<file path="src/rtl/ifu_fetch_buf.sv">
// ---------------------------------------------------------------------------
// ifu_fetch_buf
//   Instruction fetch unit with a small instruction FIFO toward the IDU.
//   Owns the fetch PC. Issues one word read at a time to instruction memory.
//   Pushes each returned word, with its PC and a status code, into a
//   DEPTH-entry FIFO. Handles branch/trap redirects by flushing the FIFO and
//   discarding any response that is still in flight. Detects misaligned fetch
//   PCs and tags bus errors.
//
// Ports
//   clk, rst          clock (rising edge), asynchronous active-low reset
//   redirect_valid/pc load a new fetch PC and flush the FIFO
//   req_valid/ready   memory read request handshake, address on req_addr
//   rsp_valid/data    one response per accepted request; rsp_err = bus error
//   out_valid/ready   FIFO head handshake toward IDU
//   out_inst/pc/err   head entry; err 00 ok, 01 bus error, 10 misaligned
// ---------------------------------------------------------------------------
module ifu_fetch_buf #(
  parameter int unsigned     XLEN     = 32,
  parameter logic [XLEN-1:0] RESET_PC = 32'h80000000,
  parameter int unsigned     DEPTH    = 4
) (
  input  logic            clk,
  input  logic            rst,
  input  logic            redirect_valid,
  input  logic [XLEN-1:0] redirect_pc,
  output logic            req_valid,
  input  logic            req_ready,
  output logic [XLEN-1:0] req_addr,
  input  logic            rsp_valid,
  input  logic [31:0]     rsp_data,
  input  logic            rsp_err,
  output logic            out_valid,
  input  logic            out_ready,
  output logic [31:0]     out_inst,
  output logic [XLEN-1:0] out_pc,
  output logic [1:0]      out_err
);

  localparam int unsigned PTR_W = $clog2(DEPTH);
  localparam int unsigned CNT_W = PTR_W + 1;
  localparam logic [CNT_W-1:0] DEPTH_C = CNT_W'(DEPTH);

  localparam logic [1:0] ERR_OK  = 2'b00;
  localparam logic [1:0] ERR_BUS = 2'b01;
  localparam logic [1:0] ERR_MIS = 2'b10;

  typedef enum logic [2:0] {
    S_IDLE,
    S_REQ,
    S_WAIT,
    S_DROP,
    S_HALT
  } state_e;

  typedef struct packed {
    logic [31:0]     inst;
    logic [XLEN-1:0] pc;
    logic [1:0]      err;
  } entry_t;

  state_e            state_q, state_d;
  logic [XLEN-1:0]   fetch_pc_q, fetch_pc_d;
  logic [XLEN-1:0]   req_addr_q, req_addr_d;
  logic              redir_seen_q, redir_seen_d;
  logic [PTR_W-1:0]  wr_ptr_q, wr_ptr_d;
  logic [PTR_W-1:0]  rd_ptr_q, rd_ptr_d;
  logic [CNT_W-1:0]  count_q, count_d;

  entry_t            fifo_mem [DEPTH];
  entry_t            push_entry;
  entry_t            head;
  logic              push;
  logic              pop;
  logic              has_space;

  // -------------------------------------------------------------------------
  // Fetch control: next state, fetch PC and FIFO push request
  // -------------------------------------------------------------------------
  always_comb begin
    state_d      = state_q;
    fetch_pc_d   = fetch_pc_q;
    req_addr_d   = req_addr_q;
    redir_seen_d = redir_seen_q;
    push         = 1'b0;
    push_entry   = '0;
    has_space    = (count_q < DEPTH_C);

    unique case (state_q)
      S_IDLE: begin
        if (!redirect_valid) begin
          if (fetch_pc_q[1:0] != 2'b00) begin
            // Misaligned target: report it through the FIFO once there is
            // room, then stop fetching until the next redirect.
            if (has_space) begin
              push            = 1'b1;
              push_entry.inst = 32'h0;
              push_entry.pc   = fetch_pc_q;
              push_entry.err  = ERR_MIS;
              state_d         = S_HALT;
            end
          end else if (has_space) begin
            // Latch the address so it stays stable even if a redirect
            // rewrites fetch_pc while the request is still pending.
            req_addr_d = fetch_pc_q;
            state_d    = S_REQ;
          end
        end
      end

      S_REQ: begin
        // A request cannot be withdrawn; remember any redirect seen while
        // it is pending so its response is dropped after acceptance.
        if (req_ready) begin
          state_d      = (redir_seen_q || redirect_valid) ? S_DROP : S_WAIT;
          redir_seen_d = 1'b0;
        end else if (redirect_valid) begin
          redir_seen_d = 1'b1;
        end
      end

      S_WAIT: begin
        if (redirect_valid) begin
          state_d = rsp_valid ? S_IDLE : S_DROP;
        end else if (rsp_valid) begin
          push            = 1'b1;
          push_entry.inst = rsp_data;
          push_entry.pc   = fetch_pc_q;
          push_entry.err  = rsp_err ? ERR_BUS : ERR_OK;
          fetch_pc_d      = fetch_pc_q + XLEN'(4);
          state_d         = rsp_err ? S_HALT : S_IDLE;
        end
      end

      S_DROP: begin
        if (rsp_valid) begin
          state_d = S_IDLE;
        end
      end

      S_HALT: begin
        if (redirect_valid) begin
          state_d = S_IDLE;
        end
      end

      default: state_d = S_IDLE;
    endcase

    if (redirect_valid) begin
      fetch_pc_d = redirect_pc;
    end
  end

  // -------------------------------------------------------------------------
  // FIFO bookkeeping: redirect flush overrides both push and pop
  // -------------------------------------------------------------------------
  always_comb begin
    pop      = out_valid && out_ready && !redirect_valid;
    wr_ptr_d = wr_ptr_q;
    rd_ptr_d = rd_ptr_q;
    count_d  = count_q;
    if (redirect_valid) begin
      wr_ptr_d = '0;
      rd_ptr_d = '0;
      count_d  = '0;
    end else begin
      if (push) begin
        wr_ptr_d = wr_ptr_q + PTR_W'(1);
      end
      if (pop) begin
        rd_ptr_d = rd_ptr_q + PTR_W'(1);
      end
      unique case ({push, pop})
        2'b10:   count_d = count_q + CNT_W'(1);
        2'b01:   count_d = count_q - CNT_W'(1);
        default: count_d = count_q;
      endcase
    end
  end

  // -------------------------------------------------------------------------
  // Control state registers
  // -------------------------------------------------------------------------
  always_ff @(posedge clk or negedge rst) begin
    if (!rst) begin
      state_q      <= S_IDLE;
      fetch_pc_q   <= RESET_PC;
      req_addr_q   <= RESET_PC;
      redir_seen_q <= 1'b0;
      wr_ptr_q     <= '0;
      rd_ptr_q     <= '0;
      count_q      <= '0;
    end else begin
      state_q      <= state_d;
      fetch_pc_q   <= fetch_pc_d;
      req_addr_q   <= req_addr_d;
      redir_seen_q <= redir_seen_d;
      wr_ptr_q     <= wr_ptr_d;
      rd_ptr_q     <= rd_ptr_d;
      count_q      <= count_d;
    end
  end

  // -------------------------------------------------------------------------
  // FIFO storage (data only, no reset)
  // -------------------------------------------------------------------------
  always_ff @(posedge clk) begin
    if (push) begin
      fifo_mem[wr_ptr_q] <= push_entry;
    end
  end

  // Outputs are gated by out_valid so an empty FIFO always presents zeros.
  assign head      = fifo_mem[rd_ptr_q];
  assign out_valid = (count_q != '0);
  assign out_inst  = out_valid ? head.inst : 32'h0;
  assign out_pc    = out_valid ? head.pc   : '0;
  assign out_err   = out_valid ? head.err  : 2'b00;
  assign req_valid = (state_q == S_REQ);
  assign req_addr  = req_addr_q;

  // Only one request is ever outstanding and it is issued with room
  // reserved, so a push into a full FIFO means the control logic is broken.
  a_no_overflow: assert property (@(posedge clk) disable iff (!rst)
    !(push && !has_space));

endmodule

</file>
<file path="config.mk">
export PLATFORM = sky130hd
export DESIGN_NAME = ifu_fetch_buf
export DESIGN_NICKNAME = d
export VERILOG_FILES = /design/src/rtl/ifu_fetch_buf.sv
export SDC_FILE = /design/constraint.sdc
export NUM_CORES = 1
export LEC_CHECK = 0
export ABC_AREA = 1
export CAP_MARGIN = 30
export CORE_MARGIN = 8
export CORE_UTILIZATION = 56
export DETAILED_ROUTE_END_ITERATION = 16
export GPL_TIMING_DRIVEN = 0
export PLACE_DENSITY = 0.8
export SLEW_MARGIN = 20
export SYNTH_ARGS = -nofsm -noshare
export SYNTH_HDL_FRONTEND = slang
export SYNTH_SLANG_ARGS = --single-unit
export TNS_END_PERCENT = 20
</file>
<file path="constraint.sdc">
create_clock -name clk -period 5.56 [get_ports clk]
set_input_delay 1.112 -clock clk [delete_from_list [all_inputs] [get_ports clk]]
set_output_delay 1.112 -clock clk [all_outputs]
set_load 0.05 [all_outputs]
</file>
==> summary by stage, run 1 <==
Outcome
The flow ran to the end, and the final reports show no timing, DRC or antenna violations.

Drt
The via density per instance is 5.67. Summed over all nets, wire length on met3 after detailed routing comes to 3.90 mm. Dividing the detail-routed wire length by the instance count gives 20.3 um.

The highest routing layer actually used is met4. The remaining antenna violation count is 0. Before antenna repair, the detailed router went through 6 iterations. The first routing iteration left 1388 violations.

The total wire length is 41.9 mm. The via count is 11.7k. The wire length on met1 is 16.2 mm. After detailed routing, the number of remaining DRC violations is 0. The met2 wire length is 20.3 mm.

Logic synthesis
Averaged over all synthesized cells, the footprint is 9.91 um^2. The number of nets in the synthesized netlist is 1562. For this run, the leading register cell type out of synthesis is edfxtp_1. The part of the Yosys area used for sequential elements is 66.6%. The number of instances in the synthesized netlist is 1485. After synthesis, the netlist uses 31 different library cells. The synthesized design contains 264 enable-type register cells.

The synthesis warning total is 0. The synthesis-stage register bit count is 339. The total standard cell area after synthesis is 14700 um^2. In the synthesized netlist the async set-or-reset flop fraction comes to 22.1%.

Layout
The final standard cell count with taps included and fillers excluded is 2065. The post-route netlist has 6.07% of its cells at a drive strength greater than 1. The layout-stage area growth over the synthesis result is 24.0%.

The count of nets after finishing is 1782. The repair_antennas step left the layout with diodes totalling 0. After filler insertion, the fill cell instance count of the layout stands at 1872.

Die
The number of placement rows is 59. Measured along the x axis, the die boundary spans 178 um. The number of top-level design ports is 171. From bottom edge to top edge, the die measures 178 um.

The region available for standard cell placement spans 25900 um^2. The die covers 31700 um^2. The initial core utilization is 56.8%.

Global route
The global-route usage over all layers is 26.0%. The via count of the first global-routing pass is 11.8k. Entering global routing, the biggest net connects 57 pins. The number of antenna violations at the first check in global routing is 0. The first global-routing pass estimated 63.8 mm of wire. The total overflow reported by the global router is 0.

Clock tree
The clock passes through at most 3 buffers. The buffer count from post-CTS setup fixing is 0. The clock tree from TritonCTS is yes. The cell at the root of the clock tree is clkbuf_16. At the later pin of the worst-skew pair, clock insertion delay measures 0.52 ns. The post-CTS resize count is 0.

The clock tree synthesis step divided the H-tree into 2 levels. The number of buffers created by CTS is 35. The clock edge transition at the registers on the reported setup and hold paths is 0.06 ns. CTS saw 339 sinks. The number of hold buffers added after CTS was 0.

Pwr
The power density normalized to cell area is 545 nW/um^2. The switching portion of total power is 42.7%. The maximum vdd drop is 0.399 mV. The sequential power share is 35.0%. The internal power component is 5.70 mW. The net switching power is 4.25 mW. Combinational cells account for 43.2% of the total power. The clock group share of total power is 21.9%.

For this design the static power due to leakage is 7.07 nW. Power comes to 9.95 mW.

Timing
The minimum clock period after layout is 4.52 ns. The slew at the pin with the worst max-slew slack is 0.744 ns. Setup repair after global routing left no endpoint under its margin. The final-report max-slew violation count is 0. The final setup violation count is 0. The final count of hold timing violations is 0. Timing would allow up to 0.221 GHz. Between clock sinks in the finished design, the worst skew comes to 0.0105 ns. Hold is met by 0.481 ns. The share of the clock period used by the worst path after layout is 81.3%. In this run the tightest slew margin relative to its limit is 50.0%.

Setup path
The total stage count of the critical path is 5. The launching element type of the critical path is a register. The category of cells accounting for the largest share of critical-path delay is buffers and inverters. Together, buffers and inverters on the worst path number 3.

The setup path with the least slack is of type reg2out. The worst register-to-register path has a depth of 10. Traced cell by cell, the critical path runs through nor3_2 > buf_2 > buf_1 > a21oi_1 > clkdlybuf4s50_1. The maximum single-stage delay on the critical path is 0.81 ns. For the worst setup path, the data required time is 4.45 ns. STA classifies the critical path endpoint as an output port. The peak fanout along the critical path is 10. The critical path's slowest cell is clkdlybuf4s50_1. The arrival time of data at the critical path endpoint is 3.41 ns.

Place
After detailed placement, the design holds a cell count of 2003. The number of input and output port buffers inserted is 170. The detailed-placement wirelength estimate is 28.9 mm. At the end of routability-driven placement, the weighted congestion stood at 0.991.

Flow run
The max-capacitance violation count is 0.

Worst hold path
The tightest min-delay check is of the in2async type.
-- registers in the layout, indices dropped and copies added, names as in the netlist --
register,flops
wr_ptr_q,2
count_q,3
state_q,3
rd_ptr_q,2
redir_seen_q,1
fifo_mem,264
req_addr,32
fetch_pc_q,32
-- power groups by stage --
stage | sequential, mW | combinational, mW | clock [mW]
floorplan | 3.86 | 2.31 | 0
CTS | 3.48 | 4.29 | 2.18
finish | 3.48 | 4.29 | 2.17
detailed placement | 3.52 | 4.25 | 0
global placement | 3.54 | 4.07 | 0
global route | 3.52 | 4.54 | 2.28
-- synthesized netlist by cell type, types with 2 or more instances --
cell,instances,area share [%]
inv_2,3,0.076
clkbuf_1,37,0.94
dfstp_2,2,0.36
dfrtp_1,73,12
o22ai_1,2,0.085
nand4_1,8,0.34
inv_1,103,2.6
nand3_1,48,1.6
a31oi_1,2,0.085
buf_4,3,0.15
edfxtp_1,264,54
nor2_1,448,11
xor2_1,5,0.30
o211ai_1,6,0.31
buf_2,27,0.92
nand2_1,173,4.4
nor3_1,2,0.068
o21ai_0,155,5.3
a21oi_1,102,3.5
ha_1,5,0.43
buf_1,7,0.18
-- final cells by class --
cell class	count	area [um^2]	share of cell area [%]
clock buffers	43	947	5.19
well taps	335	419	2.30
clock inverters	19	108	0.590
plain buffers	74	323	1.77
multi-input cells	965	4220	23.1
flip-flops and latches	339	9810	53.7
repair buffers	183	2030	11.1
inverters	107	403	2.21
-- metal layers --
layer	vias up	GRT usage (%)
li1	5403	-
met1	5565	32.5
met2	631	44.4
met3	113	4.76
met4	0	10.0
met5	-	0
-- logic make-up (layout without fill, tap and decap cells) --
group	after synthesis	count (layout)	share of synthesized area, %
and+or+nand+nor	684	684	18.2
xor gates and xnor gates	5	5	0.298
buffers and inverters	181	426	4.93
AOI/OAI and AO/OA	270	270	9.38
DFF	339	339	66.6
adders and majority gates	6	6	0.561
-- metrics by stage --
stage | utilization, % | TNS [ns] | area, um^2 | setup slack [ns]
CTS | 70.4 | 0 | 18300 | 1.13
global placement | 65.0 | -574.68 | 16800 | -2.43
floorplan | - | 0 | 14700 | 0.396
finish | 70.4 | 0 | 18300 | 1.04
detailed placement | 66.4 | 0 | 17200 | 1.50
global route | 70.4 | 0 | 18300 | 1.00
-- worst paths after layout --
kind                                     start              end  slack [ns]
worst max-delay path                count_q[2]       out_pc[19]        1.04
worst min-delay path                       rst     req_addr[11]        0.48
worst max register to register      count_q[2]  fifo_mem[3][58]        2.73
worst min register to register  fetch_pc_q[31]   fetch_pc_q[31]        0.48
max in group asynchronous                  rst   fetch_pc_q[31]        4.45
min in group clk                fetch_pc_q[31]   fetch_pc_q[31]        0.48
-- cells in the final DEF (no fill, tap or decap), types with 2 or more instances in the layout --
cell type and n:
dfrtp_1 73, o22ai_1 2, edfxtp_1 264, nor2_4 4, o211ai_1 6, nand2_1 173, a31oi_1 2, ha_1 5
o21ai_0 155, nor3_1 2, inv_6 2, xor2_1 5, buf_4 4, buf_12 4, buf_2 27, nand3_1 48
clkbuf_8 2, clkinv_2 5, nor2_1 444, inv_1 103, nand4_1 8, inv_2 3, clkinv_1 10, clkbuf_16 36
dfstp_2 2, buf_1 7, clkbuf_1 42, a21oi_1 102, buf_16 9, clkdlybuf4s50_1 169
No activity file was read; power rests on OpenSTA's default activity.
==> run 2, diff against run 1 <==
- CORE_UTILIZATION: 56 -> 51
- PLACE_DENSITY: 0.8 -> 0.77
- clock period: 5.56 -> 4 ns (I/O delays scaled with it)
==> summary by stage, run 2 (synthesis gave the netlist of run 1 again) <==
Pwr
The power density normalized to cell area is 750 nW/um^2 (+38%). The maximum vdd drop came to 0.478 mV (+20%). The overall power consumption is 13.8 mW (+39%). The leakage dissipation is 7.52 nW (+6.4%).

Global route
The routing usage on met2 was 40.2% (-4.2 points). met2 is the most crowded layer. The number of antenna violations at the first check in global routing came to 0 (unchanged).

The global-route usage over all layers is 24.0% (-2.0 points). The largest net degree at the start of global routing is 48 (-16%). The total overflow reported by the global router is 0 (unchanged). The routing usage on met1 is 30.7% (-1.8 points). The met3 global-route usage came to 4.41% (-0.35 points). The via count of the first global-routing pass is 11.6k (-2.1%).

The first-pass GRT wire length was 63.7 mm (-0.16%).

Flow run
The max-capacitance violation count is 0 (unchanged).

Layout
Leaving out fill and tap cells, the most frequent cells in the layout are nor2_1 (444), edfxtp_1 (264), nand2_1 (173). The library cell used most frequently in the layout, excluding fill and tap cells, is nor2_1. The number of flip-flops in the largest register is 264 (unchanged). The layout-stage area growth over the synthesis result is 25.1%. The multi-input logic area is 4220 um^2 (unchanged).

The area of all placed cells without fillers is 18400 um^2 (+0.86%). The total inserted antenna cells is 0 (unchanged). The count of filler cells inserted in the layout came to 2258 (+21%).

The post-route core utilization came to 64.5% (-6.0 points). The share of cells above drive strength 1 is 6.47% (+0.40 points). The count of nets after finishing was 1782 (unchanged). The largest register by flop count is fifo_mem. The flip-flop and latch area is 9810 um^2 (unchanged).

Setup path
The peak fanout along the critical path came to 10 (unchanged). The startpoint identified for the worst register-to-register timing path is count_q[2]. The required time at the endpoint of the critical path is 3.20 ns (-1.25 ns). The critical path endpoint category is an output port. The arrival time of data at the critical path endpoint is 3.18 ns (-0.23 ns).

STA classifies the critical path startpoint as a register. The startpoint of the most critical setup path is rd_ptr_q[0]. The worst setup path category is reg2out.

Clock tree
The clock tree from TritonCTS is yes. The maximum clock path buffer count is 3 (unchanged). The total clock sinks is 339 (unchanged).

The number of buffers created by CTS came to 35 (unchanged). The cell at the root of the clock tree is clkbuf_16. The H-tree depth is 2 (unchanged). The source-to-sink clock delay at the later pin of the worst-skew pair was 0.51 ns (about the same). The buffer count from post-CTS setup fixing is 0 (unchanged). The clock edge transition at the registers on the reported setup and hold paths came to 0.06 ns (about the same).

Place
The instance area at placement is 17300 um^2 (+0.40%). The detailed-placement wirelength estimate was 29.0 mm (+0.43%). The final estimated routing congestion in global placement came to 0.999 (+0.78%). The number of input and output port buffers inserted was 170 (unchanged).

Drt
The remaining antenna violation count was 0 (unchanged). The via count was 11.6k (-0.91%). The residual DRC count was 0 (unchanged). The via density per instance is 5.48 (-3.3%).

The average routed wire per standard cell is 19.8 um (-2.3%). The total wire length is 41.9 mm (+0.10%). The iteration count of the initial detailed-routing pass is 7 (+1). The count of routing violations after the opening detailed-route iteration is 1175 (-15%).

Timing
The share of the clock period used by the worst path after layout is 99.6%. The final-report max-slew violation count is 0 (unchanged). The upper clock frequency limit is 0.251 GHz. The final setup violation count is 0 (unchanged). The slew at the pin with the worst max-slew slack is 0.794 ns (+0.0503 ns). Setup repair after global routing could not meet its margin everywhere. The worst hold margin is 0.217 ns (-0.264 ns).

The worst slew margin relative to its limit came to 46.7% (-3.4 points). The worst clock skew on the final layout is 0.0119 ns (+0.00131 ns). The setup total negative slack came to 0 ns (unchanged). The final count of hold timing violations came to 0 (unchanged). For the finished layout, the period the worst path requires is 3.98 ns.

Die
The number of top-level design ports was 171 (unchanged). The width of the chip is 186 um (+4.4%). The overall die area is 34600 um^2 (+8.9%).

The height of the die is 186 um (+4.4%). The initial core utilization is 51.6% (-5.2 points). The number of placement rows is 62 (+5.1%). The core box area is 28500 um^2 (+10%).

Outcome
The flow ran to the end, and the final reports show no timing, DRC or antenna violations.

Worst hold path
The type of the tightest min-delay check is in2async.
run 2: metrics by stage:
| step | worst slack (ns) | instances |
|---|---|---|
| 6_report | 0.0180 | 2116 |
| 5_1_grt | -0.0721 | 2116 |
| 4_1_cts | 0.00676 | 2116 |
| 3_5_place_dp | 0.170 | 2052 |
| 3_3_place_gp | -3.38 | 2039 |
| 2_1_floorplan | -0.701 | 1485 |
run 2: where the power goes:
part	internal [mW]	switching, mW
Combinational	1.69	4.22
Clock	1.75	1.32
Sequential	4.51	0.312
Total	7.96	5.85
run 2: worst max-delay path, stage by stage (launching register included):
cell             delay (ns)
dfrtp_1                0.35
buf_2                  0.19
inv_2                  0.17
buf_2                  0.29
clkbuf_1               0.40
o21ai_0                0.17
a21oi_1                0.23
clkdlybuf4s50_1        0.86
run 2: layout make-up:
type	instances	area share (%)
multi-input combinational	965	22.9
clock buffer	49	5.43
sequential	339	53.3
buffer	74	1.77
tap	384	2.61
clock inverter	15	0.455
inverter	107	2.19
timing repair buffer	183	11.4
run 2: path summary, 6_finish.rpt:
path | to | slack, ns | cells past startpoint
setup / recovery | out_inst[15] | 0.02 | 7
hold / removal | fetch_pc_q[12] | 0.22 | 1
setup reg to reg | fifo_mem[3][40] | 1.15 | 10
hold reg to reg | fetch_pc_q[31] | 0.48 | 2
max in group asynchronous | fetch_pc_q[31] | 3.15 | 2
min in group clk | fetch_pc_q[31] | 0.48 | 2
run 2: layer usage:
layer / wire length, um / vias up / part of all wire (%)
met1: 16700 / 5493 / 40
met2: 20000 / 603 / 48
li1: - / 5401 / -
met4: 1550 / 0 / 3.7
met3: 3710 / 108 / 8.8
met5: 0 / - / 0
run 2: what timing repair did:
action,in CTS,in global routing
gates resized for setup,9,28
endpoints found under the setup margin,18,40
gates cloned,0,0
endpoints found under the hold margin,0,0
hold buffers,0,0
